===== src/rtl/conv_out_packer.sv =====
// conv_out_packer
// Packs a no-backpressure stream of PIX_W-bit pixels into PIX_W*PACK-bit words
// (first pixel of a word in the LSBs). Completed words go into a
// first-word-fall-through FIFO that a valid/ready consumer drains. Frame
// position is tracked so that the word holding the last pixel of a frame is
// tagged with out_last. If the FIFO is full when a word completes and nothing
// is popped, the word is lost and a sticky overflow flag is raised.
//
// Ports
//   clk, rstn        : clock and synchronous active-low reset
//   valid_in, px_in  : incoming pixel stream (always accepted)
//   frame_start      : restart lane and frame counting; FIFO is untouched
//   out_valid/ready  : handshake for the packed output word
//   out_data/last    : FIFO head word and its end-of-frame tag
//   overflow         : sticky dropped-word flag, cleared by clr_overflow
//   frame_done       : one-cycle pulse after the final pixel of a frame
//   fifo_level       : current FIFO occupancy in words
module conv_out_packer #(
  parameter int PIX_W      = 8,
  parameter int PACK       = 4,
  parameter int FRAME_PIX  = 3844,
  parameter int FIFO_DEPTH = 16
) (
  input  logic                          clk,
  input  logic                          rstn,
  input  logic                          valid_in,
  input  logic [PIX_W-1:0]              px_in,
  input  logic                          frame_start,
  output logic                          out_valid,
  input  logic                          out_ready,
  output logic [PIX_W*PACK-1:0]         out_data,
  output logic                          out_last,
  output logic                          overflow,
  input  logic                          clr_overflow,
  output logic                          frame_done,
  output logic [$clog2(FIFO_DEPTH):0]   fifo_level
);

  localparam int WORD_W = PIX_W * PACK;
  localparam int LANE_W = (PACK > 1) ? $clog2(PACK) : 1;
  localparam int FRM_W  = (FRAME_PIX > 1) ? $clog2(FRAME_PIX) : 1;
  localparam int AW     = $clog2(FIFO_DEPTH);
  localparam int LVL_W  = AW + 1;

  logic [LANE_W-1:0] lane_cnt, lane_eff;
  logic [WORD_W-1:0] lane_data, lane_base, word_next;
  logic [FRM_W-1:0]  frame_cnt, frame_eff;
  logic              word_done, frame_end;
  logic              pop, full, accept, drop;

  logic [WORD_W:0]   mem [FIFO_DEPTH];
  logic [AW-1:0]     wr_ptr, rd_ptr;
  logic [WORD_W:0]   head;

  // frame_start acts as if the counters were already zero this cycle, so a
  // pixel arriving together with it becomes lane 0 / frame pixel 0.
  always_comb begin
    lane_eff  = frame_start ? '0 : lane_cnt;
    frame_eff = frame_start ? '0 : frame_cnt;
    lane_base = frame_start ? '0 : lane_data;
    word_next = lane_base;
    word_next[lane_eff*PIX_W +: PIX_W] = px_in;
    word_done = valid_in && (lane_eff == LANE_W'(PACK - 1));
    frame_end = valid_in && (frame_eff == FRM_W'(FRAME_PIX - 1));
    pop       = out_valid && out_ready;
    full      = (fifo_level == LVL_W'(FIFO_DEPTH));
    // A simultaneous pop frees the slot, so a full FIFO can still take a push.
    accept    = word_done && (!full || pop);
    drop      = word_done && full && !pop;
  end

  // Lane assembly, frame position, frame_done pulse and overflow flag.
  // Dropped words still advance every counter so framing stays aligned.
  always_ff @(posedge clk) begin
    if (!rstn) begin
      lane_cnt   <= '0;
      lane_data  <= '0;
      frame_cnt  <= '0;
      frame_done <= 1'b0;
      overflow   <= 1'b0;
    end else begin
      frame_done <= frame_end;
      if (valid_in) begin
        if (word_done) begin
          lane_cnt  <= '0;
          lane_data <= '0;
        end else begin
          lane_cnt  <= lane_eff + 1'b1;
          lane_data <= word_next;
        end
        frame_cnt <= frame_end ? '0 : frame_eff + 1'b1;
      end else begin
        lane_cnt  <= lane_eff;
        lane_data <= lane_base;
        frame_cnt <= frame_eff;
      end
      if (drop)
        overflow <= 1'b1;
      else if (clr_overflow)
        overflow <= 1'b0;
    end
  end

  // FIFO storage. Contents need no reset because the pointers and level
  // flush it; each entry carries the end-of-frame tag above the data.
  always_ff @(posedge clk) begin
    if (rstn && accept)
      mem[wr_ptr] <= {frame_end, word_next};
  end

  // FIFO pointers and occupancy.
  always_ff @(posedge clk) begin
    if (!rstn) begin
      wr_ptr     <= '0;
      rd_ptr     <= '0;
      fifo_level <= '0;
    end else begin
      if (accept)
        wr_ptr <= wr_ptr + 1'b1;
      if (pop)
        rd_ptr <= rd_ptr + 1'b1;
      case ({accept, pop})
        2'b10:   fifo_level <= fifo_level + 1'b1;
        2'b01:   fifo_level <= fifo_level - 1'b1;
        default: fifo_level <= fifo_level;
      endcase
    end
  end

  // Fall-through head: outputs read zero whenever the FIFO is empty, which
  // also gives all-zero outputs straight after reset.
  assign head      = mem[rd_ptr];
  assign out_valid = (fifo_level != '0);
  assign out_data  = out_valid ? head[WORD_W-1:0] : '0;
  assign out_last  = out_valid & head[WORD_W];

endmodule


===== config.mk =====
export PLATFORM = sky130hd
export DESIGN_NAME = conv_out_packer
export DESIGN_NICKNAME = d
export VERILOG_FILES = /design/src/rtl/conv_out_packer.sv
export SDC_FILE = /design/constraint.sdc
export NUM_CORES = 1
export LEC_CHECK = 0
export CORE_MARGIN = 3
export CORE_UTILIZATION = 30
export DETAILED_ROUTE_END_ITERATION = 12
export PLACE_DENSITY = 0.54
export SLEW_MARGIN = 40
export SYNTH_ARGS = -nofsm -noshare
export SYNTH_HDL_FRONTEND = slang
export SYNTH_SLANG_ARGS = --single-unit
export TNS_END_PERCENT = 20

===== constraint.sdc =====
create_clock -name clk -period 6.2 [get_ports clk]
set_clock_uncertainty 0.1 [all_clocks]
set_input_delay 0.62 -clock clk [delete_from_list [all_inputs] [get_ports clk]]
set_output_delay 0.62 -clock clk [all_outputs]
set_load 0.05 [all_outputs]

==> results of run 1 <==
flip-flops by register name (all words and copies together) (netlist names), named ones only:
signal	flops
mem	528
lane_data	32
fifo_level	5
frame_done	1
rd_ptr	4
frame_cnt	12
overflow	1
lane_cnt	2
wr_ptr	4
area by class of cell:
type,instances,area (µm²)
clock buffer,73,1610
clock inverter,38,354
fill,7111,49100
inverter,32,120
multi-input combinational,506,5970
sequential,593,17200
tap,1030,1290
timing repair buffer,91,956
path summary, 6_finish.rpt:
| path | depth (start not counted) | from | endpoint |
|---|---|---|---|
| worst min register to register | 1 | lane_data[28] | lane_data[28] |
| worst max register to register | 8 | lane_cnt[0] | mem[3][31] |
| worst max-delay path | 5 | register | out_data[15] |
| worst min-delay path | 1 | lane_data[28] | lane_data[28] |
critical path, cell delays in order (launching register included):
cell and delay, ns:
dfxtp_4 0.79, buf_12 0.46, mux4_2 0.60, mux4_2 0.51, and2_1 0.18, clkdlybuf4s50_1 0.70
routing by layer:
layer / vias up / global-route usage [%] / routed length (µm)
met5: - / 0 / 0
met4: 0 / 2.97 / 1020
met3: 72 / 2.61 / 2970
met2: 311 / 21.3 / 25600
met1: 6052 / 19.1 / 24700
li1: 4949 / - / -
cell families after synthesis:
kind of cell | after synthesis | synth area share [%]
muxes | 170 | 16.1
DFF | 593 | 73.3
xor gates and xnor gates | 19 | 0.711
buffers and inverters | 95 | 1.83
AOI/OAI and AO/OA | 72 | 1.96
adders and majority gates | 12 | 0.641
and+or+nand+nor | 233 | 5.50
synth_stat cells, drive strengths merged (2+ instances only):
cell type	count	area [µm²]
a21bo	2	20.0
a21boi	2	15.0
a21oi	29	149
a22o	7	61.3
and2	78	488
and3	2	12.5
buf	22	154
clkbuf	41	154
dfxtp	65	1300
edfxtp	528	15900
ha	12	150
inv	32	120
mux2i	5	50.1
mux4	165	3720
nand2	17	63.8
nand2b	37	231
nand3	8	40.0
nand3b	3	22.5
nand4	4	25.0
nor2	61	229
nor2b	9	56.3
nor3	4	25.0
o21ai	2	10.0
o22ai	26	163
xnor2	13	114
xor2	6	52.6
stage by stage:
stage / hold WS (ns) / instance area [µm²] / worst slack, ns / power [µW]
after global routing: 0.384 / 27500 / 1.30 / 10200
after detailed placement: 0.345 / 25500 / 1.38 / 6350
final: 0.361 / 27500 / 1.52 / 9790
after global placement: 0.343 / 25300 / 1.32 / 6330
after CTS: 0.364 / 27500 / 1.38 / 9950
after floorplan: 0.331 / 23400 / 2.12 / 5780
report_power, final:
group / internal (µW) / switching, µW / total, µW
logic: 715 / 1080 / 1800
registers: 4330 / 72.8 / 4410
clock network: 2100 / 1490 / 3590
==> flow_summary_export.csv, run 1 <==
group,metric,value,unit
sta,setup_tns,0,ns
synth,synth_seq_cells,593,
run_status,outcome,"finished clean",
final_layout,final_common_cell,"edfxtp_1",
clock_network,cts_buffers,61,
global_route,grt_use_total,13.4,%
sta,grt_setup_unrepaired,"no",
detailed_routing,wl_per_cell,23.0,µm
detailed_routing,num_vias,11384,
setup_path,worstSetupPathType,"reg -> out",
clock_network,cts.repair.resized,0,
setup_path,crit_required,5.48,ns
synth,synth_ff_type,"edfxtp_1",
synth,seq_area_frac_synth,73.3,%
global_route,grt_pass1_vias,11951,
synth,synthCells,1194,
sta,maxSlewViolCount,0,
setup_path,arrival,3.96,ns
power,vdd_drop_max,297,µV
detailed_routing,routed_via_density,4.82,
sta,setup_viol_count_final,0,
final_layout,fin_cells,2363,
synth,synth_area_per_cell,19.6,µm²
die,start_util,30.6,%
clock_network,clock_sinks,593,
power,power_density,356,mW/mm²
final_layout,diodes,0,
hold_path,hold_class,"reg -> reg",
setup_path,end_kind,"primary output",
final_layout,finalNetCount,1311,
place,detailed_place_hpwl,33.7,mm
die,fp.dieW,285,µm
detailed_routing,routed_wirelength,54.3,mm
die,ios,55,
clock_network,cts.clk_slew.worst_paths,0.06,ns
synth,syn-num-nets,1220,
synth,yosys_warnings,0,
sta,tightest_slew,0.844,ns
synth,synth-edff-count,528,
detailed_routing,ant_nets,0,
place,portBuffers,54,
clock_network,cts_tree,"built",
final_layout,area_growth,17.3,%
final_layout,layout-drive-gt1-share,24.5,%
clock_network,root_buffer,"clkbuf_16",
clock_network,clk_latency,0.62,ns
detailed_routing,firstDrtPassIters,5,
place,gp_congestion,0.739,
setup_path,startpoint_type,"register",
clock_network,cts_max_level,2,
global_route,grt_max_degree,54,
detailed_routing,drc,0,
clock_network,clock_path_buffers,3,
die,coreArea,0.0766,mm²
die,die_y,285,µm
place,dp_cells,2252,
die,fp-row-count,101,
sta,min_period_over_period,75.5,%
sta,fmax,0.214,GHz
die,die_area,0.0814,mm²
final_layout,fin_util,35.9,%
synth,syn_area,0.0234,mm²
sta,relSlewSlack,43.6,%
synth,synth_cell_types,47,
global_route,grt_first_pass_wirelength,81.4,mm
setup_path,reg2reg_slack,2.60,ns
clock_network,postCtsSetupRepairBufs,0,
final_layout,layout_common_cells,"edfxtp_1 (528), mux4_2 (165), and2_1 (78)",
global_route,antenna_found_initial,1,
sta,period_minus_slack,4.68,ns
setup_path,path_max_fanout,53,
synth,synthArstFlopShare,0,%
global_route,gr-total-overflow,0,
clock_network,cts_hold_buf,0,
sta,hold_viol_final,0,
detailed_routing,initialDrtViolationCount,1091,
power,leakagePower,0.00859,µW
job,cap_violations,0,
Power figures use the tool's default switching activity.
==> inputs of run 2 (changes only) <==
Settings changed: PLACE_DENSITY 0.54 to 0.55.
Clock period 6.2 ns to 3.8 ns, I/O delays scaled along.
==> run 2 against run 1 <==
Against the previous run:
- core utilization increased by 0.41 points
- power increased by 66%
- cell area increased by 1.1%
- highest routed layer unchanged
- sequential share of layout area decreased by 0.71 points
- largest cell class unchanged
==> flow_summary_export.csv, run 2 (synthesized netlist as in run 1, its figures left out) <==
group,metric,value,unit
place,detailed_place_hpwl,33.5,mm
sta,setup_viol_count_final,0,
setup_path,crit_required,3.32,ns
clock_network,clock_path_buffers,3,
clock_network,cts_max_level,2,
sta,hold_viol_final,0,
place,portBuffers,54,
die,die_area,0.0814,mm²
power,sw_frac_of_total,27.5,%
final_layout,regMostFlops,"mem",
detailed_routing,wl_per_cell,23.4,µm
final_layout,finalNetCount,1337,
setup_path,worstSetupPathType,"reg -> out",
sta,holdWs,0.364,ns
detailed_routing,initialDrtViolationCount,1062,
die,start_util,30.6,%
die,fp-row-count,101,
die,fp.dieW,285,µm
clock_network,root_buffer,"clkbuf_16",
detailed_routing,wl_met1,25.2,mm
power,clockPowerShare,37.1,%
power,power_density,584,mW/mm²
power,vdd_drop_max,406,µV
setup_path,rr_startpoint,"lane_cnt[1]",
detailed_routing,met3_length,2.69,mm
hold_path,min_from,"lane_data[29]",
hold_path,hold_class,"reg -> reg",
clock_network,cts_tree,"built",
global_route,grt_pass1_vias,12146,
job,cap_violations,0,
die,ios,55,
final_layout,largest_reg_flops,528,
detailed_routing,met2WireLength,27.2,mm
clock_network,clk_latency,0.63,ns
detailed_routing,num_vias,11616,
power,comb_power_share,19.0,%
detailed_routing,firstDrtPassIters,6,
power,p_int,11800,µW
clock_network,cts_buffers,61,
detailed_routing,drc,0,
final_layout,top_regs,"mem (528), lane_data (32), frame_cnt (12)",
setup_path,end_kind,"primary output",
final_layout,layout_common_cells,"edfxtp_1 (528), mux4_2 (165), and2_1 (76)",
sta,maxSlewViolCount,0,
final_layout,area_growth,18.7,%
power,pwr-share-seq,43.8,%
detailed_routing,ant_nets,0,
detailed_routing,highest_layer,"met4",
sta,period_minus_slack,3.68,ns
die,coreArea,0.0766,mm²
final_layout,diodes,0,
power,fin_total_pwr,16200,µW
global_route,antenna_found_initial,1,
clock_network,clock_sinks,593,
clock_network,cts.clk_slew.worst_paths,0.06,ns
final_layout,final_common_cell,"edfxtp_1",
setup_path,startpoint_type,"register",
detailed_routing,routed_wirelength,55.9,mm
sta,tightest_slew,0.751,ns
sta,fmax,0.272,GHz
detailed_routing,routed_via_density,4.85,
setup_path,arrival,3.20,ns
final_layout,layout-drive-gt1-share,28.1,%
clock_network,cts_hold_buf,0,
power,leakagePower,0.00870,µW
place,gp_congestion,0.728,
run_status,outcome,"finished clean",
global_route,gr-total-overflow,0,
global_route,grt_max_degree,38,
global_route,grt_first_pass_wirelength,83.8,mm
power,switchingPower,4470,µW
global_route,grt_use_total,13.8,%
sta,grt_setup_unrepaired,"yes",
sta,relSlewSlack,49.9,%
sta,min_period_over_period,96.8,%
setup_path,path_max_fanout,37,
die,die_y,285,µm
[run 2: cell types whose count changed in the layout (fill, tap and decap cells not counted), moves of 3 or more]
cell / previous run / this run
buf_12: 4 / 15
buf_4: 28 / 62
buf_6: 0 / 8
clkbuf_1: 10 / 6
clkdlybuf4s50_1: 54 / 23
clkinv_1: 11 / 14
dlygate4sd2_1: 0 / 6
inv_6: 1 / 4
[run 2: what timing repair did]
action                     CTS  global route
setup endpoints to repair   22            19
cloned                       0             0
buffers inserted             0             3
gates resized for setup     13             6
[run 2: final timing paths]
| kind | end | slack (ns) | cells past startpoint |
|---|---|---|---|
| hold / removal | lane_data[29] | 0.36 | 1 |
| setup / recovery | out_data[31] | 0.12 | 6 |
| hold reg to reg | lane_data[29] | 0.36 | 1 |
| setup reg to reg | mem[8][16] | 0.66 | 8 |
[run 2: cell type report]
class / instances / area [µm²]
Clock buffer: 67 / 1550
Clock inverter: 48 / 475
Fill cell: 7148 / 48800
Inverter: 32 / 120
Multi-Input combinational cell: 506 / 5960
Sequential cell: 593 / 17200
Tap cell: 1030 / 1290
Timing Repair Buffer: 117 / 1220
[run 2: per-layer routing]
metal  vias up  GRT usage [%]
met5         -              0
met4         0           2.85
met3        71           2.36
met2       302           22.3
met1      6226           19.8
li1       5017              -
[run 2: per-stage QoR]
step                setup WS (ns)  instance area (µm²)  utilization (%)  instances  setup TNS (ns)
finish                      0.122                27800             36.3       2393               0
CTS                       -0.0166                27700             36.2       2390         -0.0482
global placement           0.0961                25700             33.5       2275               0
detailed placement        -0.0465                25700             33.5       2275          -0.854
global route              -0.0279                27800             36.3       2393         -0.0279
floorplan                 -0.0368                23400                -       1194           -3.99
[run 2: power by group through the flow]
stage / sequential [µW] / combinational, µW / clock (µW)
final: 7120 / 3090 / 6030
after floorplan: 7270 / 2160 / 0
after global routing: 7120 / 3320 / 6430
after global placement: 7290 / 3130 / 0
after detailed placement: 7290 / 3130 / 0
after CTS: 7150 / 3110 / 6180
[run 2: worst max-delay path, cell delays in order, from the launching register on]
cell     delay (ns)
dfxtp_4        0.71
buf_16         0.31
buf_16         0.27
mux4_2         0.37
mux4_2         0.49
and2_1         0.20
buf_6          0.15
==> inputs of run 3 (changes only) <==
Settings changed: ABC_AREA set to 1, PLACE_DENSITY 0.55 to unset, PLACE_DENSITY_LB_ADDON set to 0.25, TNS_END_PERCENT 20 to unset.
==> run 3 against run 2 <==
Against the previous run:
- sequential cell count stayed put
- largest cell class unchanged
- non-clock buffer count is 41 higher
- global-route usage is 2.3 points higher
- critical path type unchanged
- die area is 1.3% higher
- routed wire length is 21% higher
- synthesized cell count is 60% higher
- clock-buffer cell count is 27 higher
- clock power is 2% higher
- sequential power is 1% higher
- core utilization is 0.095 points higher
- via count is 37% higher
==> flow_summary_export.csv, run 3 <==
group,metric,value,unit
power,switchingPower,7180,µW
synth,synthCells,1907,
die,ios,55,
synth,yosys.cell_count.top_type,"edfxtp_1",
synth,synth-edff-count,528,
die,die_area,0.0825,mm²
global_route,use_met2,26.0,%
final_layout,top_regs,"mem (528), lane_data (32), frame_cnt (12)",
synth,syn_area,0.0237,mm²
setup_path,startpoint_type,"register",
power,power_density,711,mW/mm²
final_layout,layout-drive-gt1-share,13.4,%
power,sw_frac_of_total,35.6,%
power,leakagePower,0.00942,µW
global_route,grt.met1_usage,22.2,%
sta,grt_setup_unrepaired,"no",
synth,synth_area_per_cell,12.4,µm²
final_layout,largest_reg_flops,528,
clock_network,cts_hold_buf,0,
sta,tightest_slew,0.758,ns
sta,setup_viol_count_final,0,
detailed_routing,ant_nets,0,
clock_network,cts_tree,"built",
global_route,grt_first_pass_wirelength,100,mm
clock_network,cts.repair.resized,0,
global_route,use_met3,2.28,%
global_route,antenna_found_initial,1,
clock_network,clock_sinks,593,
setup_path,max_stage_delay,0.52,ns
synth,synth_seq_cells,593,
place,portBuffers,54,
clock_network,clk_latency,0.59,ns
sta,hold_viol_final,0,
power,vdd_drop_max,416,µV
setup_path,path_max_fanout,56,
hold_path,hold_class,"in -> reg",
final_layout,finalNetCount,2028,
sta,setup_tns,0,ns
die,coreArea,0.0780,mm²
global_route,grt_pass1_vias,15573,
setup_path,cpMostUsedCell,"buf_4",
sta,min_period_over_period,91.5,%
detailed_routing,firstDrtPassIters,8,
final_layout,regMostFlops,"mem",
setup_path,worstSetupPathType,"reg -> out",
synth,synthArstFlopShare,0,%
power,clockPowerShare,30.4,%
detailed_routing,drc,0,
run_status,outcome,"finished clean",
sta,setup_slack,0.323,ns
final_layout,fillers,7460,
synth,yosys-top-cells-count,"edfxtp_1 (528), nor2_1 (340), o21ai_0 (274)",
synth,syn-num-nets,1933,
die,fp.dieW,287,µm
place,place_area,0.0263,mm²
final_layout,layout_common_cells,"edfxtp_1 (528), nor2_1 (323), o21ai_0 (274)",
synth,netlist_top_cells_area,"edfxtp_1 (67%), o21ai_0 (5.8%), dfxtp_1 (5.5%), nor2_1 (5.4%), o221ai_1 (3.8%)",
power,pwr-share-seq,35.7,%
sta,maxSlewViolCount,0,
sta,relSlewSlack,49.5,%
final_layout,stdcell_area,0.0284,mm²
power,comb_power_share,33.9,%
setup_path,crit_required,3.32,ns
synth,synth_cell_types,35,
power,p_int,13000,µW
final_layout,final_common_cell,"edfxtp_1",
place,gp_congestion,0.791,
final_layout,register_area,0.0172,mm²
clock_network,clock_path_buffers,3,
synth,seq_area_frac_synth,72.3,%
clock_network,cts.clk_slew.worst_paths,0.06,ns
setup_path,cp_cell_sequence,"buf_4 > o21ai_0 > o221ai_1 > nand3_1 > a21oi_1 > buf_4",
final_layout,multi_input_area,0.00593,mm²
clock_network,root_buffer,"clkbuf_16",
detailed_routing,num_vias,15891,
sta,fmax,0.288,GHz
clock_network,cts_buffers,67,
die,start_util,30.4,%
global_route,gr-total-overflow,0,
global_route,grt_use_total,16.1,%
synth,yosys_warnings,0,
setup_path,end_kind,"primary output",
die,die_y,287,µm
synth,synth_top_cell_area_share,66.8,%
job,cap_violations,0,
place,detailed_place_hpwl,39.9,mm
detailed_routing,routed_via_density,5.14,
sta,period_minus_slack,3.48,ns
setup_path,crit_slowest_cell,"buf_4",
clock_network,cts_max_level,3,
die,fp-row-count,102,
global_route,grt_max_degree,109,
global_route,top_usage_layer,"met2",
clock_network,postCtsSetupRepairBufs,0,
synth,synth_top_area_cell,"edfxtp_1",
setup_path,arrival,3.00,ns
detailed_routing,wl_per_cell,21.8,µm
detailed_routing,initialDrtViolationCount,1407,
detailed_routing,routed_wirelength,67.4,mm
final_layout,area_growth,19.5,%
synth,synth_ff_type,"edfxtp_1",
place,place_ws,0.336,ns
-- run 3: cell types whose count changed in the layout (fill, tap and decap cells not counted), moves of 14 or more --
cell      previous run  this run
a21oi_1             28        72
o21ai_1              0        19
buf_4               62        99
clkbuf_1             6        20
o21ai_0              1       274
o22ai_1             26        62
nand2b_1            37         0
nand2_1             16       119
mux4_2             165         0
and2_1              76         0
o221ai_1             0       102
nand3_1              8        90
buf_12              15        37
nor2_1              45       323
-- run 3: final cells by class --
cell class                 instances  share of cell area [%]
timing repair buffer             158                    6.01
clock inverter                    24                   0.684
antenna                            1                 0.00882
sequential                       593                    60.5
clock buffer                      94                    6.65
inverter                          44                   0.613
multi-input combinational       1138                    20.9
tap                             1040                    4.59
-- run 3: kinds of logic after synthesis --
kind of cell | after synthesis | synth area share [%]
AOI/OAI and AO/OA | 532 | 13.2
adders and majority gates | 12 | 0.633
DFF | 593 | 72.3
buffers and inverters | 176 | 3.24
and+or+nand+nor | 587 | 10.4
xor gates and xnor gates | 7 | 0.258
-- run 3: final timing paths --
path | slack [ns] | cells past startpoint | to | start
worst max-delay path | 0.32 | 6 | out_data[28] | register
worst min register to register | 0.35 | 2 | lane_data[26] | lane_data[26]
worst min-delay path | 0.35 | 4 | overflow | clr_overflow
worst max register to register | 0.99 | 8 | mem[15][24] | lane_cnt[0]
-- run 3: per-stage QoR --
step | hold WS, ns | power, µW | utilization (%) | std cells
2_1_floorplan | 0.332 | 11400 | - | 1907
6_report | 0.354 | 20200 | 36.4 | 3092
3_3_place_gp | 0.343 | 14200 | 33.7 | 2973
5_1_grt | 0.345 | 21100 | 36.4 | 3092
3_5_place_dp | 0.347 | 14300 | 33.7 | 2973
4_1_cts | 0.321 | 20400 | 36.4 | 3091
-- run 3: power groups by stage --
stage | Clock [µW] | Combinational, µW | Sequential (µW)
2_1_floorplan | 0 | 4030 | 7360
3_3_place_gp | 0 | 6920 | 7330
3_5_place_dp | 0 | 6970 | 7330
4_1_cts | 6270 | 6990 | 7190
5_1_grt | 6550 | 7370 | 7200
6_report | 6140 | 6840 | 7190
-- run 3: critical path, delay by kind of cell, from the launching register on --
kind	cells	cell delay [ns]
AND/OR/NAND/NOR	1	0.18
AO/OA/AOI/OAI	3	0.93
flip-flops	1	0.49
buffers and inverters	2	0.79
-- run 3: layer usage --
layer | vias up | routed length, µm
met5 | - | 0
met1 | 7970 | 30400
met4 | 0 | 1710
met2 | 516 | 31800
met3 | 110 | 3570
li1 | 7295 | -
